--- config.mk ---
export PLATFORM = sky130hd
export DESIGN_NAME = uart_ctrl
export DESIGN_NICKNAME = d
export VERILOG_FILES = /design/src/rtl/uart_ctrl.sv
export SDC_FILE = /design/constraint.sdc
export NUM_CORES = 1
export LEC_CHECK = 0
export BUFFER_PORTS_ARGS = -buffer_cell sky130_fd_sc_hd__clkbuf_2
export CORE_MARGIN = 10
export CORE_UTILIZATION = 40
export DETAILED_ROUTE_END_ITERATION = 7
export GPL_ROUTABILITY_DRIVEN = 0
export HOLD_SLACK_MARGIN = 0.02
export PLACE_DENSITY_LB_ADDON = 0.15
export SLEW_MARGIN = 25
export SYNTH_ARGS = -nofsm -noshare
export SYNTH_HDL_FRONTEND = slang
export SYNTH_SLANG_ARGS = --single-unit
export TNS_END_PERCENT = 20
--- constraint.sdc ---
create_clock -name i_clk -period 2.9 [get_ports i_clk]
set_input_delay 0.145 -clock i_clk [delete_from_list [all_inputs] [get_ports i_clk]]
set_output_delay 0.145 -clock i_clk [all_outputs]
set_load 0.01 [all_outputs]
--- src/rtl/uart_ctrl.sv ---
// Memory-mapped UART controller: CPU data/status registers, TX FIFO paced to the
// transmitter by a request/busy handshake, and an RX FIFO fed by receiver pulses.
module uart_ctrl #(
  parameter int unsigned FIFO_AW = 2,
  parameter int unsigned DATA_W  = 8
) (
  input  logic              i_clk,
  input  logic              i_rst_n,
  input  logic              i_bus_ce,
  input  logic              i_bus_we,
  input  logic              i_bus_sel,
  input  logic [15:0]       i_bus_wdata,
  output logic [15:0]       o_bus_rdata,
  output logic              o_send_ready,
  output logic [DATA_W-1:0] o_send_data,
  input  logic              i_send_busy,
  input  logic              i_receive_ready,
  input  logic [DATA_W-1:0] i_receive_data,
  output logic              o_rx_irq
);

  localparam int unsigned       DEPTH    = 1 << FIFO_AW;
  localparam logic [FIFO_AW:0]  CNT_FULL = (FIFO_AW + 1)'(DEPTH);

  typedef enum logic [1:0] {StIdle, StReq, StWait} tx_state_e;

  tx_state_e           r_state;
  logic                r_send_ready;
  logic [DATA_W-1:0]   r_send_data;

  logic [DATA_W-1:0]   r_tx_mem [DEPTH];
  logic [FIFO_AW-1:0]  r_tx_wp, r_tx_rp;
  logic [FIFO_AW:0]    r_tx_cnt;

  logic [DATA_W-1:0]   r_rx_mem [DEPTH];
  logic [FIFO_AW-1:0]  r_rx_wp, r_rx_rp;
  logic [FIFO_AW:0]    r_rx_cnt;

  logic                r_rx_rdy_prev;
  logic                r_rx_overrun;
  logic                r_rx_irq;

  logic w_data_wr, w_data_rd, w_stat_wr;
  logic w_tx_full, w_tx_empty, w_tx_push, w_tx_pop, w_tx_idle;
  logic w_rx_full, w_rx_empty, w_rx_edge, w_rx_push, w_rx_pop, w_ovr_set;
  logic w_unused_wdata;

  assign w_data_wr = i_bus_ce & i_bus_we & ~i_bus_sel;
  assign w_data_rd = i_bus_ce & ~i_bus_we & ~i_bus_sel;
  assign w_stat_wr = i_bus_ce & i_bus_we & i_bus_sel;

  assign w_tx_full  = (r_tx_cnt == CNT_FULL);
  assign w_tx_empty = (r_tx_cnt == '0);
  assign w_tx_push  = w_data_wr & ~w_tx_full;
  assign w_tx_pop   = (r_state == StIdle) & ~w_tx_empty;
  assign w_tx_idle  = (r_state == StIdle) & w_tx_empty;

  assign w_rx_full  = (r_rx_cnt == CNT_FULL);
  assign w_rx_empty = (r_rx_cnt == '0);
  assign w_rx_edge  = i_receive_ready & ~r_rx_rdy_prev;
  assign w_rx_pop   = w_data_rd & ~w_rx_empty;
  // A pop in the same cycle frees the slot, so a full FIFO still accepts the byte
  assign w_rx_push  = w_rx_edge & (~w_rx_full | w_rx_pop);
  assign w_ovr_set  = w_rx_edge & w_rx_full & ~w_rx_pop;

  // Upper write-data bits have no destination
  assign w_unused_wdata = ^i_bus_wdata;

  assign o_send_ready = r_send_ready;
  assign o_send_data  = r_send_data;
  assign o_rx_irq     = r_rx_irq;

  // Read mux: status word or RX head byte (zero when the RX FIFO is empty)
  always_comb begin
    o_bus_rdata = 16'h0000;
    if (i_bus_sel) begin
      o_bus_rdata = {12'h000, w_tx_idle, r_rx_overrun, ~w_rx_empty, ~w_tx_full};
    end else if (!w_rx_empty) begin
      o_bus_rdata = 16'(r_rx_mem[r_rx_rp]);
    end
  end

  // TX FIFO storage
  always_ff @(posedge i_clk) begin
    if (w_tx_push) r_tx_mem[r_tx_wp] <= i_bus_wdata[DATA_W-1:0];
  end

  // TX FIFO pointers and occupancy
  always_ff @(posedge i_clk or negedge i_rst_n) begin
    if (!i_rst_n) begin
      r_tx_wp  <= '0;
      r_tx_rp  <= '0;
      r_tx_cnt <= '0;
    end else begin
      if (w_tx_push) r_tx_wp <= r_tx_wp + 1'b1;
      if (w_tx_pop)  r_tx_rp <= r_tx_rp + 1'b1;
      unique case ({w_tx_push, w_tx_pop})
        2'b10:   r_tx_cnt <= r_tx_cnt + 1'b1;
        2'b01:   r_tx_cnt <= r_tx_cnt - 1'b1;
        default: r_tx_cnt <= r_tx_cnt;
      endcase
    end
  end

  // TX handshake FSM: pop head into send_data, request, wait for busy to rise and fall
  always_ff @(posedge i_clk or negedge i_rst_n) begin
    if (!i_rst_n) begin
      r_state      <= StIdle;
      r_send_ready <= 1'b0;
      r_send_data  <= '0;
    end else begin
      unique case (r_state)
        StIdle: begin
          if (!w_tx_empty) begin
            r_send_data  <= r_tx_mem[r_tx_rp];
            r_send_ready <= 1'b1;
            r_state      <= StReq;
          end
        end
        StReq: begin
          if (i_send_busy) begin
            r_send_ready <= 1'b0;
            r_state      <= StWait;
          end
        end
        StWait: begin
          if (!i_send_busy) r_state <= StIdle;
        end
        default: begin
          r_send_ready <= 1'b0;
          r_state      <= StIdle;
        end
      endcase
    end
  end

  // RX FIFO storage
  always_ff @(posedge i_clk) begin
    if (w_rx_push) r_rx_mem[r_rx_wp] <= i_receive_data;
  end

  // RX FIFO pointers, occupancy, pulse edge detect, overrun flag and interrupt
  always_ff @(posedge i_clk or negedge i_rst_n) begin
    if (!i_rst_n) begin
      r_rx_wp       <= '0;
      r_rx_rp       <= '0;
      r_rx_cnt      <= '0;
      r_rx_rdy_prev <= 1'b0;
      r_rx_overrun  <= 1'b0;
      r_rx_irq      <= 1'b0;
    end else begin
      r_rx_rdy_prev <= i_receive_ready;
      r_rx_irq      <= ~w_rx_empty;
      if (w_rx_push) r_rx_wp <= r_rx_wp + 1'b1;
      if (w_rx_pop)  r_rx_rp <= r_rx_rp + 1'b1;
      unique case ({w_rx_push, w_rx_pop})
        2'b10:   r_rx_cnt <= r_rx_cnt + 1'b1;
        2'b01:   r_rx_cnt <= r_rx_cnt - 1'b1;
        default: r_rx_cnt <= r_rx_cnt;
      endcase
      // A new overrun wins over a same-cycle clear so it is never lost
      if (w_ovr_set) begin
        r_rx_overrun <= 1'b1;
      end else if (w_stat_wr) begin
        r_rx_overrun <= 1'b0;
      end
    end
  end

endmodule

==> out/summary.json <==
{
  "outcome": "completed",
  "timing.final.max_slew_violations": 0,
  "yosys.area_share.simple": 0.0590,
  "synth_sequential_area_ratio": 0.683,
  "critPathBufInv": 2,
  "final.min_clock_period_ns": 2.34,
  "power.net_switching_uw": 1290,
  "vias_per_cell": 4.69,
  "xor_xnor_share_of_the_synthesized_area": 0.0297,
  "max_cap_viols": 0,
  "antenna_cells": 0,
  "crit_chain": "or3b_1 > and4b_1 > inv_1 > ha_1 > inv_1 > fa_1 > xor2_1 > nor2_1 > xor2_1",
  "cts_tree": "built",
  "largest_family_of_logic_cells_by_synthesized_area": "multiplexers",
  "worst_slack_ns": 0.561,
  "floorplan.die_area_sq_um": 13900,
  "synth_fa_ha_area_frac": 0.0430,
  "cellPowerDensity_nw_per_um2": 886,
  "hold_violations": 0,
  "first_iter_violations": 68,
  "first_pass_grt_wire_length_microns": 11000,
  "clock.fmax_ghz": 0.428,
  "clkPwrFrac": 0.204,
  "final_layout_size_suffix_gt1_frac": 0.323,
  "grt_max_degree": 29,
  "firstDrtPassIters": 5,
  "yosysUniqueCellTypes": 38,
  "post_dp_cell_area_sq_um": 4140,
  "ios": 57,
  "clock_path_buffers": 2,
  "placed_cells": 380,
  "critPathLaunch": "r_tx_cnt[0]",
  "crit_path_category": "flop to flop",
  "area_of_the_mapped_netlist_sq_um": 3840,
  "hold-path-cell-count": 1,
  "final_antenna_net_count": 0,
  "io_buffers": 40,
  "hold_path_class": "input port to flop",
  "post-route-cell-area_sq_um": 4510,
  "cts_htree_levels": 3,
  "crit_path_end_kind": "flop",
  "power.switching_fraction": 0.322,
  "antenna_found_initial": 0,
  "power_leakage_uw": 0.00173,
  "drt_wl_total_microns": 6640,
  "seqPwrFrac": 0.493,
  "period_share": 0.807,
  "timing.critical_path.slowest_cell_delay_ns": 0.42,
  "vdd_ir_drop_max_mv": 0.358,
  "post_cts_resized": 0,
  "max-slew-margin-rel": 0.503,
  "cts_setup_buffers": 0,
  "crit-reg2reg-launch": "r_tx_cnt[0]",
  "die-width_microns": 118,
  "vias": 1940,
  "clk_pin_slew_worst_paths_ns": 0.09,
  "grt_setup_unrepaired": "false",
  "globalRouteTotalUtil": 0.100,
  "synth_compound_area_frac": 0.0186,
  "critical-path-slowest-cell": "sky130_fd_sc_hd__dfrtp_1",
  "avgSynthCellArea_sq_um": 17.7,
  "worst_ep_arrival_time_ns": 2.62,
  "chipHeight_microns": 118,
  "layout_common_cells": "sky130_fd_sc_hd__edfxtp_1 (64), sky130_fd_sc_hd__clkbuf_2 (40), sky130_fd_sc_hd__dfrtp_1 (28)",
  "floorplan.initialDensity": 0.414,
  "family_with_the_most_delay_on_the_worst_path": "simple AND/OR/NAND/NOR gates",
  "drc": 0,
  "fin_nets": 323,
  "cts-root-buf": "sky130_fd_sc_hd__clkbuf_8",
  "synthesis.instances": 217,
  "finalClockSkew_ns": 0.00805,
  "timing.critical_path.required_ns": 3.18,
  "cts.sink_count": 92,
  "setup_tns_ns": 0,
  "worstHoldStart": "i_receive_data[3]",
  "layoutNonFillerInstCount": 414,
  "area_growth_syn_to_layout_pct": 17.6,
  "cp_num_cells": 9,
  "comb_power_share": 0.303,
  "via_count_of_the_first_global_routing_pass": 2137,
  "cts_buffers": 9,
  "clock_insertion_delay_worst_skew_ns": 0.35,
  "ys.warnings.count": 0,
  "grt_overflow_total": 0,
  "post_cts_hold_buffer_count": 18,
  "preCtsSetupSlack_ns": 0.563,
  "timing.final.setup_violations": 0,
  "worst_setup_path_start_kind": "flop",
  "timing.reg2reg.worst_path_depth": 9,
  "rows": 35,
  "worstMarginPinSlew_ns": 0.745,
  "p_int_uw": 2710,
  "layout_commonest_cell": "sky130_fd_sc_hd__edfxtp_1",
  "total_half_perimeter_wirelength_after_legalization_and_detailed_placement_microns": 4530,
  "placeableCoreArea_sq_um": 9280,
  "wl_per_cell_microns": 16.0,
  "total_of_flip_flops_plus_latches_after_synthesis": 92,
  "post_synth_mux_area_share": 0.130,
  "critical_path.max_fanout": 7
}
[registers in the layout, indices dropped and copies added (netlist names)]
signal,flops
r_state,2
r_rx_mem,32
r_tx_cnt,3
r_rx_rdy_prev,1
o_send_data,8
r_tx_rp,2
r_rx_rp,2
r_tx_wp,2
r_rx_wp,2
o_rx_irq,1
r_rx_cnt,3
r_rx_overrun,1
r_tx_mem,32
o_send_ready,1
[power by group through the flow]
stage / Clock, uW / Sequential [uW] / Combinational [uW]
after floorplan: 0 / 1870 / 986
after global placement: 0 / 2000 / 1190
after detailed placement: 0 / 2010 / 1230
after CTS: 854 / 1980 / 1250
after global routing: 915 / 2030 / 1360
final: 817 / 1970 / 1210
[synthesized netlist by cell type]
cell                         n  share of area
sky130_fd_sc_hd__nor3_1      1         0.0013
sky130_fd_sc_hd__nand2_8     1         0.0052
sky130_fd_sc_hd__or3b_1      1         0.0023
sky130_fd_sc_hd__buf_6       1         0.0029
sky130_fd_sc_hd__fa_1        2          0.010
sky130_fd_sc_hd__xor2_1      6          0.014
sky130_fd_sc_hd__a22o_1      1         0.0023
sky130_fd_sc_hd__and2_2      4         0.0078
sky130_fd_sc_hd__a31oi_4     1         0.0055
sky130_fd_sc_hd__mux2_2      9          0.026
sky130_fd_sc_hd__o21ai_0     2         0.0026
sky130_fd_sc_hd__buf_2       3         0.0039
sky130_fd_sc_hd__mux2_1      1         0.0029
sky130_fd_sc_hd__nor2_1     10         0.0098
sky130_fd_sc_hd__a21oi_1     1         0.0013
sky130_fd_sc_hd__mux4_2     16          0.094
sky130_fd_sc_hd__xnor2_1     7          0.016
sky130_fd_sc_hd__conb_1      1        0.00098
sky130_fd_sc_hd__a22o_2      1         0.0026
sky130_fd_sc_hd__nor3b_1     1         0.0020
sky130_fd_sc_hd__nand2b_1    1         0.0016
sky130_fd_sc_hd__a211oi_1    1         0.0020
sky130_fd_sc_hd__inv_1      12          0.012
sky130_fd_sc_hd__mux2_4      1         0.0039
sky130_fd_sc_hd__buf_1       1        0.00098
sky130_fd_sc_hd__edfxtp_1   64           0.50
sky130_fd_sc_hd__mux2i_1     1         0.0026
sky130_fd_sc_hd__and4b_1     1         0.0026
sky130_fd_sc_hd__ha_1       10          0.033
sky130_fd_sc_hd__dfrtp_1    28           0.18
sky130_fd_sc_hd__or3b_4      1         0.0029
sky130_fd_sc_hd__buf_4       8          0.016
sky130_fd_sc_hd__nand3_1     3         0.0039
sky130_fd_sc_hd__clkbuf_1    1        0.00098
sky130_fd_sc_hd__and2_1      9          0.015
sky130_fd_sc_hd__o2bb2ai_1   1         0.0023
sky130_fd_sc_hd__or3_2       1         0.0020
sky130_fd_sc_hd__nand2_1     3         0.0029
[per-stage QoR]
step	total power [uW]	hold WS, ns	util
4_1_cts	4080	0.0236	0.486
3_5_place_dp	3240	0.259	0.446
3_3_place_gp	3200	0.257	0.446
2_1_floorplan	2860	-0.151	-
5_1_grt	4310	0.0224	0.486
6_report	4000	0.0436	0.486
[cell type report]
cell class                 instances  area [sq um]
fill                             812          4770
sequential                        92          2620
inverter                          12          45.0
tap                              129           161
timing repair buffer              59           388
clock buffer                      10           138
clock inverter                     6          55.1
multi-input combinational        106          1100
[metal layers]
layer	track usage	share of wire	up-vias
li1	-	-	911
met1	0.120	0.45	978
met2	0.158	0.48	45
met3	0.0417	0.060	6
met4	0.0363	0.013	0
met5	0	0	-
[path summary, 6_finish.rpt]
kind / to / slack [ns]
max: r_tx_cnt[2] / 0.56
min: r_rx_mem[3][3] / 0.04
max reg2reg: r_tx_cnt[2] / 0.56
min reg2reg: r_tx_cnt[2] / 0.49
max in group asynchronous: r_rx_wp[0] / 2.05
min in group asynchronous: o_send_data[5] / 0.37
[worst reg2reg max path, stage by stage, from the launching register on]
cell and delay (ns):
sky130_fd_sc_hd__dfrtp_1 0.42, sky130_fd_sc_hd__or3b_1 0.42, sky130_fd_sc_hd__and4b_1 0.31, sky130_fd_sc_hd__inv_1 0.09, sky130_fd_sc_hd__ha_1 0.17, sky130_fd_sc_hd__inv_1 0.06
sky130_fd_sc_hd__fa_1 0.38, sky130_fd_sc_hd__xor2_1 0.15, sky130_fd_sc_hd__nor2_1 0.11, sky130_fd_sc_hd__xor2_1 0.15
[kinds of logic (layout without fill, tap and decap cells)]
logic type / count (synthesis) / in the layout
flops: 92 / 92
simple gates: 37 / 37
other cells: 1 / 8
buf+inv: 26 / 87
xor+xnor: 13 / 13
compound gates: 8 / 8
fa+ha+maj: 12 / 12
mux: 28 / 28
Power figures use the tool's default switching activity.
